**src/rtl/fifo_drain_pkg.sv**
```systemverilog
// Shared types and constants for the FIFO burst-drain block and its output skid buffer.
package fifo_drain_pkg;

  localparam int unsigned DATA_W       = 8;
  localparam int unsigned CNT_W        = 5;
  localparam int unsigned MAX_DATA_DEF = 16;
  localparam int unsigned TIMEOUT_DEF  = 32;

  typedef enum logic [1:0] {
    ST_IDLE   = 2'd0,
    ST_BURST  = 2'd1,
    ST_FINISH = 2'd2
  } state_e;

  // One stream word as held in the skid buffer.
  typedef struct packed {
    logic              last;
    logic [DATA_W-1:0] data;
  } word_t;

  // Requested burst length clamped to [1, max_len].
  function automatic logic [CNT_W-1:0] eff_len(input logic [CNT_W-1:0] req,
                                               input logic [CNT_W-1:0] max_len);
    logic [CNT_W-1:0] len;
    if (req == '0) begin
      len = CNT_W'(1);
    end else if (req > max_len) begin
      len = max_len;
    end else begin
      len = req;
    end
    return len;
  endfunction

endpackage

```
**src/rtl/fifo_drain_if.sv**
```systemverilog
// FIFO read port plus output stream; master = the drain engine, slave = FIFO/sink side.
interface fifo_drain_if;
  import fifo_drain_pkg::*;

  logic [CNT_W-1:0]  count;
  logic              empty;
  logic [DATA_W-1:0] rdata;
  logic              ren;
  logic              out_valid;
  logic              out_ready;
  logic [DATA_W-1:0] out_data;
  logic              out_last;

  modport master (
    input  count, empty, rdata, out_ready,
    output ren, out_valid, out_data, out_last
  );

  modport slave (
    output count, empty, rdata, out_ready,
    input  ren, out_valid, out_data, out_last
  );

endinterface

```
**src/rtl/fifo_drain_skid2.sv**
```systemverilog
// Two-entry output skid buffer: words pushed from FIFO read data, head entry drives the stream.
module stream_skid2
  import fifo_drain_pkg::*;
(
  input  logic              clk,
  input  logic              rst_n,
  input  logic              push_i,
  input  logic [DATA_W-1:0] data_i,
  input  logic              last_i,
  input  logic              ready_i,
  output logic              valid_o,
  output logic [DATA_W-1:0] data_o,
  output logic              last_o,
  output logic [1:0]        occ_o
);

  logic [1:0] occ_q, occ_d;
  word_t      head_q, head_d;
  word_t      tail_q, tail_d;
  word_t      in_w;
  logic       pop;

  always_comb begin
    in_w      = '0;
    in_w.data = data_i;
    in_w.last = last_i;
    pop       = (occ_q != 2'd0) && ready_i;
    occ_d     = occ_q;
    head_d    = head_q;
    tail_d    = tail_q;
    unique case ({push_i, pop})
      2'b01: begin
        occ_d = occ_q - 2'd1;
        if (occ_q == 2'd2) head_d = tail_q;
      end
      2'b10: begin
        occ_d = occ_q + 2'd1;
        if (occ_q == 2'd0) head_d = in_w;
        else               tail_d = in_w;
      end
      2'b11: begin
        // Occupancy unchanged; the new word lands behind whatever remains.
        if (occ_q == 2'd1) begin
          head_d = in_w;
        end else begin
          head_d = tail_q;
          tail_d = in_w;
        end
      end
      default: ;
    endcase
  end

  always_ff @(posedge clk or negedge rst_n) begin
    if (!rst_n) begin
      occ_q  <= 2'd0;
      head_q <= '0;
      tail_q <= '0;
    end else begin
      occ_q  <= occ_d;
      head_q <= head_d;
      tail_q <= tail_d;
    end
  end

  assign valid_o = (occ_q != 2'd0);
  assign data_o  = head_q.data;
  assign last_o  = head_q.last;
  assign occ_o   = occ_q;

endmodule

```
**src/rtl/fifo_drain.sv**
```systemverilog
// Drains a FIFO in bursts (full, flush-forced or timeout-forced) into a ready/valid stream.
module fifo_drain
  import fifo_drain_pkg::*;
#(
  parameter int unsigned MAX_DATA = MAX_DATA_DEF,
  parameter int unsigned TIMEOUT  = TIMEOUT_DEF
) (
  input  logic             clk,
  input  logic             rst_n,
  input  logic [CNT_W-1:0] burst_len,
  input  logic             flush,
  output logic             busy,
  fifo_drain_if.master     bus
);

  localparam logic [CNT_W-1:0] MAX_W = CNT_W'(MAX_DATA);
  localparam int unsigned      TW    = (TIMEOUT > 2) ? $clog2(TIMEOUT) : 1;

  state_e           state_q, state_d;
  logic [CNT_W-1:0] n_q, n_d;
  logic [CNT_W-1:0] rd_cnt_q, rd_cnt_d;
  logic [TW-1:0]    tmo_q, tmo_d;
  logic             flush_pend_q, flush_pend_d;
  logic             inflight_q;
  logic             infl_last_q, infl_last_d;
  logic             busy_q;

  logic [CNT_W-1:0] len_eff;
  logic [CNT_W-1:0] part_len;
  logic [1:0]       skid_occ;
  logic             pop;
  logic             room_ok;
  logic             ren_c;
  logic             flush_now;

  // Read issue: combinational so it always sees the current empty flag.
  always_comb begin
    len_eff     = eff_len(burst_len, MAX_W);
    part_len    = (bus.count > MAX_W) ? MAX_W : bus.count;
    pop         = bus.out_valid && bus.out_ready;
    room_ok     = ({1'b0, skid_occ} + {2'b00, inflight_q}) < (3'd2 + {2'b00, pop});
    ren_c       = (state_q == ST_BURST) && !bus.empty && (rd_cnt_q < n_q) && room_ok;
    infl_last_d = ren_c && (rd_cnt_q == n_q - CNT_W'(1));
  end

  assign bus.ren = ren_c;

  always_comb begin
    state_d      = state_q;
    n_d          = n_q;
    rd_cnt_d     = rd_cnt_q;
    tmo_d        = '0;
    flush_pend_d = flush_pend_q;
    flush_now    = flush || flush_pend_q;
    unique case (state_q)
      ST_IDLE: begin
        rd_cnt_d = '0;
        if (flush_now && (bus.count == '0)) begin
          flush_pend_d = 1'b0;
        end
        if (flush_now && (bus.count != '0)) begin
          state_d      = ST_BURST;
          n_d          = part_len;
          flush_pend_d = 1'b0;
        end else if (bus.count >= len_eff) begin
          state_d = ST_BURST;
          n_d     = len_eff;
        end else if (bus.count != '0) begin
          // Partial FIFO: wait out the timeout, then send what is there.
          if (tmo_q == TW'(TIMEOUT - 1)) begin
            state_d = ST_BURST;
            n_d     = part_len;
          end else begin
            tmo_d = tmo_q + TW'(1);
          end
        end
      end
      ST_BURST: begin
        if (flush) flush_pend_d = 1'b1;
        if (ren_c) begin
          rd_cnt_d = rd_cnt_q + CNT_W'(1);
          if (rd_cnt_q == n_q - CNT_W'(1)) state_d = ST_FINISH;
        end
      end
      ST_FINISH: begin
        if (flush) flush_pend_d = 1'b1;
        if (pop && bus.out_last) state_d = ST_IDLE;
      end
      default: state_d = ST_IDLE;
    endcase
  end

  always_ff @(posedge clk or negedge rst_n) begin
    if (!rst_n) begin
      state_q      <= ST_IDLE;
      n_q          <= '0;
      rd_cnt_q     <= '0;
      tmo_q        <= '0;
      flush_pend_q <= 1'b0;
      inflight_q   <= 1'b0;
      infl_last_q  <= 1'b0;
      busy_q       <= 1'b0;
    end else begin
      state_q      <= state_d;
      n_q          <= n_d;
      rd_cnt_q     <= rd_cnt_d;
      tmo_q        <= tmo_d;
      flush_pend_q <= flush_pend_d;
      inflight_q   <= ren_c;
      infl_last_q  <= infl_last_d;
      busy_q       <= (state_d != ST_IDLE);
    end
  end

  assign busy = busy_q;

  // Read data arrives the cycle after ren and is captured at that cycle's closing edge.
  stream_skid2 u_skid (
    .clk     (clk),
    .rst_n   (rst_n),
    .push_i  (inflight_q),
    .data_i  (bus.rdata),
    .last_i  (infl_last_q),
    .ready_i (bus.out_ready),
    .valid_o (bus.out_valid),
    .data_o  (bus.out_data),
    .last_o  (bus.out_last),
    .occ_o   (skid_occ)
  );

endmodule

```
**src/flat_wrapper.sv**
```systemverilog
// flat-port wrapper written by rule: the top's interface ports become plain ports
module fifo_drain_flat import fifo_drain_pkg::*;
#(
  parameter int unsigned MAX_DATA = MAX_DATA_DEF,
  parameter int unsigned TIMEOUT  = TIMEOUT_DEF
)
  (clk, rst_n, burst_len, flush, busy, bus_count, bus_empty, bus_rdata, bus_out_ready, bus_ren, bus_out_valid, bus_out_data, bus_out_last);
  fifo_drain_if bus_i ();
  input  logic clk;
  input  logic rst_n;
  input  logic [CNT_W-1:0] burst_len;
  input  logic flush;
  output logic busy;
  input wire logic [$bits(bus_i.count)-1:0] bus_count;
  input wire logic [$bits(bus_i.empty)-1:0] bus_empty;
  input wire logic [$bits(bus_i.rdata)-1:0] bus_rdata;
  input wire logic [$bits(bus_i.out_ready)-1:0] bus_out_ready;
  output wire logic [$bits(bus_i.ren)-1:0] bus_ren;
  output wire logic [$bits(bus_i.out_valid)-1:0] bus_out_valid;
  output wire logic [$bits(bus_i.out_data)-1:0] bus_out_data;
  output wire logic [$bits(bus_i.out_last)-1:0] bus_out_last;
  assign bus_i.count = bus_count;
  assign bus_i.empty = bus_empty;
  assign bus_i.rdata = bus_rdata;
  assign bus_i.out_ready = bus_out_ready;
  assign bus_ren = bus_i.ren;
  assign bus_out_valid = bus_i.out_valid;
  assign bus_out_data = bus_i.out_data;
  assign bus_out_last = bus_i.out_last;
  fifo_drain #(.MAX_DATA(MAX_DATA), .TIMEOUT(TIMEOUT)) u_core (.clk(clk), .rst_n(rst_n), .burst_len(burst_len), .flush(flush), .busy(busy), .bus(bus_i));
endmodule
```
**config.mk**
```make
export PLATFORM = sky130hd
export DESIGN_NAME = fifo_drain_flat
export DESIGN_NICKNAME = d
export VERILOG_FILES = /design/src/rtl/fifo_drain_pkg.sv /design/src/rtl/fifo_drain_if.sv /design/src/rtl/fifo_drain_skid2.sv /design/src/rtl/fifo_drain.sv /design/src/flat_wrapper.sv
export SDC_FILE = /design/constraint.sdc
export NUM_CORES = 1
export LEC_CHECK = 0
export ABC_AREA = 1
export CAP_MARGIN = 20
export CORE_AREA = 2 2 72 74
export CTS_BUF_LIST = sky130_fd_sc_hd__clkbuf_8
export CTS_CLUSTER_SIZE = 24
export DETAILED_ROUTE_END_ITERATION = 7
export DIE_AREA = 0 0 74 76
export GPL_TIMING_DRIVEN = 1
export PLACE_DENSITY = 0.8
export SETUP_SLACK_MARGIN = 0.02
export SYNTH_ARGS = -nofsm -noshare
export SYNTH_HDL_FRONTEND = slang
export SYNTH_SLANG_ARGS = --single-unit
```
**constraint.sdc**
```tcl
create_clock -name clk -period 2 [get_ports clk]
set_input_delay 0.4 -clock clk [delete_from_list [all_inputs] [get_ports clk]]
set_output_delay 0.4 -clock clk [all_outputs]
set_load 0.05 [all_outputs]
```
==> results of run 1 <==
[metal layers]
layer  GRT usage [%]  share of wire, %
met4            8.91               2.6
met1            28.1                41
met5               0                 0
met2            40.8                53
met3            4.63               3.0
[what timing repair did]
action | CTS | global route
resized for setup | 32 | 27
buffers inserted | 11 | 1
setup endpoints to repair | 14 | 24
pin swaps | 18 | 17
[worst reg2reg max path, delay by kind of cell, from the launching register on]
kind | cells | cell delay [ns]
compound gates | 2 | 0.17
fa+ha+maj | 2 | 0.41
buf+inv | 4 | 0.40
flops | 1 | 0.39
mux | 1 | 0.27
simple gates | 2 | 0.17
[power by group through the flow]
stage / logic, W / registers, W / clock network, W
floorplan: 0.00140 / 0.00158 / 0
global placement: 0.00251 / 0.00129 / 0
detailed placement: 0.00259 / 0.00131 / 0
CTS: 0.00287 / 0.00129 / 0.000563
global route: 0.00328 / 0.00134 / 0.000597
finish: 0.00299 / 0.00130 / 0.000559
[layout make-up]
| cell class | count | area (µm²) | area share [%] |
|---|---|---|---|
| Inverter | 64 | 243 | 6.53 |
| Tap cell | 70 | 87.6 | 2.35 |
| Multi-Input combinational cell | 220 | 1600 | 42.9 |
| Sequential cell | 41 | 1030 | 27.6 |
| Clock buffer | 6 | 82.6 | 2.22 |
| Clock inverter | 1 | 7.51 | 0.202 |
| Timing Repair Buffer | 75 | 676 | 18.2 |
[state kept, by name, indices dropped and copies added, names as in the netlist]
name and cells:
u_core.n_q 5, u_core.inflight_q 1, u_core.tmo_q 5, u_core.rd_cnt_q 5, u_core.u_skid.tail_q 9, u_core.infl_last_q 1, u_core.state_q 2, u_core.u_skid.occ_o 2
u_core.busy 1, u_core.u_skid.data_o 8, u_core.u_skid.last_o 1, u_core.flush_pend_q 1
[cell usage after synthesis (all sizes together)]
library cell	instances
clkinv	1
xnor2	2
nor3	3
nand2	87
nand3	19
inv	63
o21ai	24
o21a	1
o211ai	2
nor4b	1
nor2	19
o22ai	9
nand4	3
mux2	9
ha	26
a22o	1
a21oi	5
nor3b	1
or2	1
buf	1
xor2	4
clkbuf	1
dfrtp	41
o31ai	3
[cells by family (layout without fill, tap and decap cells)]
kind of cell / Yosys count / after routing / synth area share [%]
AO/OA/AOI/OAI: 45 / 45 / 11.3
XOR/XNOR: 6 / 6 / 1.98
adder cells (fa/ha/maj): 26 / 26 / 12.2
buffers and inverters: 66 / 146 / 9.41
flip-flops: 41 / 41 / 38.6
multiplexers: 9 / 9 / 3.81
AND/OR/NAND/NOR: 134 / 134 / 22.6
[worst max-delay path by stage]
| stage | start | endpoint | slack [ns] | depth (start not counted) |
|---|---|---|---|---|
| finish | u_core.u_skid.occ_o[0]$_DFFE_PN0P_ | bus_ren | -0.07 | 7 |
| global route | u_core.u_skid.occ_o[0]$_DFFE_PN0P_ | bus_ren | -0.11 | 7 |
| CTS | u_core.u_skid.occ_o[0]$_DFFE_PN0P_ | bus_ren | -0.003 | 7 |
| detailed placement | burst_len[1] | u_core.n_q[0]$_DFFE_PN0P_ | -0.42 | 13 |
| global placement | burst_len[1] | u_core.n_q[0]$_DFFE_PN0P_ | -0.36 | 13 |
| floorplan | u_core.u_skid.occ_o[0]$_DFFE_PN0P_ | u_core.u_skid.data_o[0]$_DFFE_PN0P_ | 0.04 | 9 |
[stage by stage]
stage	util, %	TNS [ns]	instances	instance area [µm²]	setup WS [ns]
final	75.7	-0.0670	477	3720	-0.0670
after global routing	75.7	-0.145	477	3720	-0.111
after CTS	74.0	-0.00343	476	3640	-0.00343
after detailed placement	68.2	-6.62	459	3350	-0.424
after global placement	68.2	-5.17	459	3350	-0.363
after floorplan	-	0	327	2670	0.0446
==> metrics.md, run 1 <==
| Metric | Value |
|---|---|
| Post-synthesis sequential area ratio | `38.6%` |
| Final period util | `103%` |
| Area leader, netlist | `dfrtp_1` |
| Switching share of power | `44.2%` |
| Buffers & Inverters on Critical Path | `2` |
| CP peak stage delay | `around 0.4 ns` |
| Chip Width | `74 µm` |
| Synth top area share | `38.6%` |
| IO Port Bufs | `34` |
| Syn. warnings | `0` |
| Unrepaired setup endpoints after global routing | `true` |
| Hold Fails Final Rpt | `0` |
| Tot Pwr | `0.00485 W` |
| CP delay by family, top | `flip-flops` |
| Die ar. | `5620 µm²` |
| Largest net degree at the start of global routing | `42` |
| WS Path Type | `flip-flop to output pin` |
| Clock Path Buffers | `2` |
| Sw power | `0.00214 W` |
| Worst Path Required | `1.60 ns` |
| Initial antenna violation count | `0` |
| Clock-pin slew on the worst setup and hold paths | `0.08 ns` |
| Vias in the first global route | `2408` |
| Critical Path Source Type | `flip-flop` |
| Max-slew violation count | `0` |
| R2R depth | `11` |
| CTS H-tree lvls | `2` |
| Combinational share of power | `around three fifths` |
| Initial DRC Count | `103` |
| Sinks on Clock Net | `between 40 and 50` |
| Syn Std Cell Area | `2660 µm²` |
| Synthesized area per cell | `just over 8 µm²` |
| CP max-delay cell | `dfrtp_1` |
| Max Cap Viol | `0` |
| Hold/Removal Path Class | `input port to async pin` |
| Critical path, cell by cell | `buf_6 > ha_4 > ha_4 > o21ai_4 > nand2_2 > nor2_4 > buf_12` |
| Fill cell count | `330` |
| Worst VDD drop | `slightly above 600 µV` |
| P_int | `about 0.0027 W` |
| WL/cell | `13.2 µm` |
| Failing checks | `setup timing` |
| Period minus WS final | `2.07 ns` |
| Syn-to-layout area delta | `39.9%` |
| Post-Syn Nets | `376` |
| Maximum fanout along the worst path | `2` |
| GRT overflow | `0` |
| GR Util All Layers | `23.5%` |
| Worst EP arrival | `1.67 ns` |
| RR Endpoint | `u_core.u_skid.data_o[0]$_DFFE_PN0P_` |
| CTS tree | `built` |
| Worst Max-Slew Pin Slew | `0.522 ns` |
| Finish-stage setup viols | `1` |
| HPWL Detailed | `about 4.3 mm` |
| Setup Skew | `about 0.0072 ns` |
| Hold Slack | `0.153 ns` |
| Max_slew headroom | `65.2%` |
| Post-route ant nets | `0` |
| Worst skew pair latency | `0.30 ns` |
| # rows | `26` |
| Drt first pass iters | `5` |
| First-pass GRT wire length | `10.4 mm` |
| Nets@finish | `456` |
| Final WL | `approximately 6.3 mm` |
| Initial cell density of the core | `between 50% and 60%` |
| Reg2reg setup slack | `~0.07 ns` |
| Core area | `between 4000 and 5000 µm²` |
| Setup WS post-layout | `-0.0670 ns` |
| Most common cell on crit path | `ha_4` |
| Commonest cells after routing, fill and taps aside | `nand2_1, inv_1, dfrtp_1` |
| Cts hold-fix bufs | `0` |
| Achievable frequency | `between 400 and 500 MHz` |
| Top post-synthesis cells by area | `dfrtp_1, ha_1, nand2_1, inv_1, mux2_2` |
| Endpoint class of the critical path | `output pin` |
| Post-route DRC | `0` |
| Vias | `2440` |
| Leakage power | `~1.9 nW` |
| Clock network power share | `between 10% and 20%` |
| IO Pins | `35` |
| Worst r2r src | `u_core.u_skid.occ_o[0]$_DFFE_PN0P_` |
| Most common cell after layout, fill and taps aside | `nand2_1` |
| Synth Instances | `about 330` |
| Die Span Y | `76 µm` |
| Clock root buffer master | `clkbuf_8` |
| TritonCTS buffer count | `5` |
| Flops & latches, synth | `41` |
| Layout cells sized above 1 | `just over 30%` |
| Power density over the cells | `about 1300 nW/µm²` |
| Via-to-Cell Ratio | `5.12` |
| Status | `finished with violations` |
| Synth cell types | `37` |
| RD Place Congestion | `0.881` |
| Ant. Diodes | `0` |
| Flop pwr share | `26.9%` |
Power figures use the tool's default switching activity.
==> inputs of run 2 (changes only) <==
--- a/config.mk
+++ b/config.mk
@@ -5,15 +5,13 @@
 export SDC_FILE = /design/constraint.sdc
 export NUM_CORES = 1
 export LEC_CHECK = 0
-export ABC_AREA = 1
 export CAP_MARGIN = 20
-export CORE_AREA = 2 2 72 74
+export CORE_AREA = 2 2 83 85
 export CTS_BUF_LIST = sky130_fd_sc_hd__clkbuf_8
 export CTS_CLUSTER_SIZE = 24
 export DETAILED_ROUTE_END_ITERATION = 7
-export DIE_AREA = 0 0 74 76
+export DIE_AREA = 0 0 85 87
 export GPL_TIMING_DRIVEN = 1
-export PLACE_DENSITY = 0.8
 export SETUP_SLACK_MARGIN = 0.02
 export SYNTH_ARGS = -nofsm -noshare
 export SYNTH_HDL_FRONTEND = slang
==> metrics.md, run 2 <==
| Metric | Value |
|---|---|
| WL/cell | `13.6 µm (+3.0%)` |
| Clock-pin slew on the worst setup and hold paths | `0.08 ns (about the same)` |
| Clock Path Buffers | `2 (unchanged)` |
| Area leader, netlist | `dfrtp_1` |
| RD Place Congestion | `0.764 (-13%)` |
| Most common cell after layout, fill and taps aside | `buf_4` |
| Fill cell count | `579 (+75%)` |
| Setup Skew | `0.00966 ns (+0.00247 ns)` |
| Max reg flops | `9 (unchanged)` |
| Failing checks | `setup timing` |
| IO Pins | `35 (unchanged)` |
| Hold Fails Final Rpt | `0 (unchanged)` |
| GR Util All Layers | `16.6% (-6.9 points)` |
| GRT overflow | `0 (unchanged)` |
| Ant. Diodes | `0 (unchanged)` |
| Top post-synthesis cells by area | `dfrtp_1, ha_1, mux2_2, nor2_1, a21oi_1` |
| Via-to-Cell Ratio | `4.94 (-3.4%)` |
| Placed cell count | `405 (-12%)` |
| Syn. warnings | `0 (unchanged)` |
| Status | `finished with violations` |
| Critical Path Source Type | `flip-flop` |
| Worst Max-Slew Pin Slew | `0.533 ns (+0.0109 ns)` |
| Synth Instances | `249 (-24%)` |
| Synthesized area per cell | `9.71 µm² (+19%)` |
| Max-slew violation count | `0 (unchanged)` |
| Post-synthesis sequential area ratio | `42.4% (+3.8 points)` |
| Post-Syn Nets | `298 (-21%)` |
| Most frequent cells after synthesis | `dfrtp_1, nor2_1, ha_1` |
| CTS H-tree lvls | `2 (unchanged)` |
| First-pass GRT wire length | `9.96 mm (-4.3%)` |
| Hold/Removal Path Class | `input port to async pin` |
| Syn-to-layout area delta | `55.9%` |
| Worst EP arrival | `2.12 ns (+0.45 ns)` |
| Worst Path Required | `1.60 ns (about the same)` |
| Vias | `2129 (-13%)` |
| Finish-stage setup viols | `26 (+25)` |
| Finished Core Util | `57.4% (-18 points)` |
| Sinks on Clock Net | `41 (unchanged)` |
| TritonCTS buffer count | `5 (unchanged)` |
| Drt first pass iters | `4 (-1)` |
| Most frequent cell after synthesis | `dfrtp_1` |
| IO Port Bufs | `34 (unchanged)` |
| Commonest cells after routing, fill and taps aside | `buf_4, dfrtp_1, clkdlybuf4s50_1` |
| Max Cap Viol | `0 (unchanged)` |
| Prevailing post-synth register cell | `dfrtp_1` |
| Chip Width | `85 µm (+15%)` |
| Period minus WS final | `2.52 ns (+0.449 ns)` |
| Setup WS post-layout | `-0.516 ns (-0.449 ns)` |
| Largest register by flop count | `u_core.u_skid.tail_q` |
| Endpoint class of the critical path | `output pin` |
| Initial cell density of the core | `36.8% (-17 points)` |
| CP max-delay cell | `or4b_4` |
| Final period util | `126% (+22 points)` |
| Clock root buffer master | `clkbuf_8` |
| Initial DRC Count | `67 (-35%)` |
| Critical path, cell by cell | `ha_2 > ha_4 > or4b_4 > a221o_1 > nor2_4 > buf_12` |
| Power density over the cells | `1450 nW/µm² (+11%)` |
| Initial antenna violation count | `0 (unchanged)` |
| Nets@finish | `399 (-13%)` |
| Maximum fanout along the worst path | `2 (unchanged)` |
| Vias in the first global route | `2175 (-9.7%)` |
| Max_slew headroom | `64.5% (-0.73 points)` |
| Layout cells sized above 1 | `38.2% (+7.5 points)` |
| WS Path Type | `flip-flop to output pin` |
| Core area | `6570 µm² (+34%)` |
| Largest net degree at the start of global routing | `42 (unchanged)` |
| Final WL | `5.88 mm (-6.9%)` |
| Non-Filler Instances | `431 (-9.6%)` |
| Flops & latches, synth | `41 (unchanged)` |
| Syn Std Cell Area | `2420 µm² (-9.0%)` |
| # rows | `30 (+15%)` |
| Worst skew pair latency | `0.30 ns (about the same)` |
| Synth top area share | `42.4% (+3.8 points)` |
| Leakage power | `1.71 nW (-8.8%)` |
| Achievable frequency | `397 MHz (-18%)` |
| Unrepaired setup endpoints after global routing | `true` |
| Post-synth ARST share | `100% (unchanged)` |
| HPWL Detailed | `4.00 mm (-7.9%)` |
| Worst VDD drop | `942 µV (+56%)` |
| Synth cell types | `41 (+11%)` |
| EDFF count, synth | `0 (unchanged)` |
| Post-route ant nets | `0 (unchanged)` |
| Reg2reg setup slack | `-0.30 ns (-0.37 ns)` |
| Post-route DRC | `0 (unchanged)` |
| CP peak stage delay | `0.48 ns (+0.07 ns)` |
| Die ar. | `7400 µm² (+31%)` |
| Die Span Y | `87 µm (+14%)` |
| CTS tree | `built` |
-- run 2: per-stage QoR --
step	area (µm²)	power (W)	TNS, ns	worst slack (ns)	hold slack, ns
after floorplan	2480	0.00329	-4.62	-0.322	0.104
after global placement	3270	0.00433	-10.23	-0.518	0.486
after detailed placement	3270	0.00440	-10.73	-0.608	0.494
after CTS	3600	0.00529	-3.47	-0.561	0.171
after global routing	3770	0.00589	-6.46	-0.579	0.203
final	3770	0.00548	-3.14	-0.516	0.151
-- run 2: cell type report --
cell class	instances	area [µm²]	area share [%]
Clock inverter	3	42.5	1.13
Clock buffer	5	68.8	1.83
Multi-Input combinational cell	187	1610	42.7
Sequential cell	41	1030	27.2
Timing Repair Buffer	96	847	22.5
Tap cell	80	100	2.66
Inverter	19	75.1	1.99
-- run 2: power breakdown --
group / internal (W) / switching [W] / total (W)
registers: 0.00117 / 0.000261 / 0.00143
logic: 0.00163 / 0.00175 / 0.00338
clock network: 0.000370 / 0.000294 / 0.000664
total: 0.00317 / 0.00231 / 0.00548
-- run 2: per-layer routing --
metal	GRT usage [%]	vias to the layer above	wire length [µm]
met2	28.4	42	2900
li1	-	1079	-
met3	3.22	10	180
met5	0	-	0
met1	20.9	998	2690
met4	6.35	0	111
-- run 2: what timing repair did --
item	4_1_cts	5_1_grt
pin swaps	23	26
setup buffers	11	4
hold buffers	0	0
resized for setup	39	44
cloned	3	1
endpoints found under the setup margin	37	40
-- run 2: cell families (layout without fill, tap and decap cells) --
family                     after synthesis  after routing  synth area share [%]
buffers and inverters                   22            123                  3.41
xor gates and xnor gates                13             13                  4.71
AOI/OAI and AO/OA                       55             56                  13.8
adders and majority gates               26             26                  13.5
DFF                                     41             41                  42.4
muxes                                   12             12                  5.43
and+or+nand+nor                         80             80                  16.8
-- run 2: path summary, 6_finish.rpt --
kind | from | endpoint | cells past startpoint
min reg2reg | u_core.u_skid.tail_q[7]$_DFFE_PN0P_ | u_core.u_skid.tail_q[7]$_DFFE_PN0P_ | 1
min | rst_n | u_core.u_skid.data_o[4]$_DFFE_PN0P_ | 2
max in group asynchronous | rst_n | u_core.n_q[2]$_DFFE_PN0P_ | 2
max | u_core.u_skid.occ_o[0]$_DFFE_PN0P_ | bus_ren | 6
min in group clk | u_core.u_skid.tail_q[7]$_DFFE_PN0P_ | u_core.u_skid.tail_q[7]$_DFFE_PN0P_ | 1
max reg2reg | u_core.u_skid.occ_o[0]$_DFFE_PN0P_ | u_core.rd_cnt_q[4]$_DFFE_PN0P_ | 8
-- run 2: critical path, delay by kind of cell, from the launching register on --
| family | cells | cell delay (ns) |
|---|---|---|
| compound gates | 1 | 0.32 |
| flops | 1 | 0.40 |
| simple gates | 2 | 0.61 |
| fa+ha+maj | 2 | 0.34 |
| buf+inv | 1 | 0.14 |
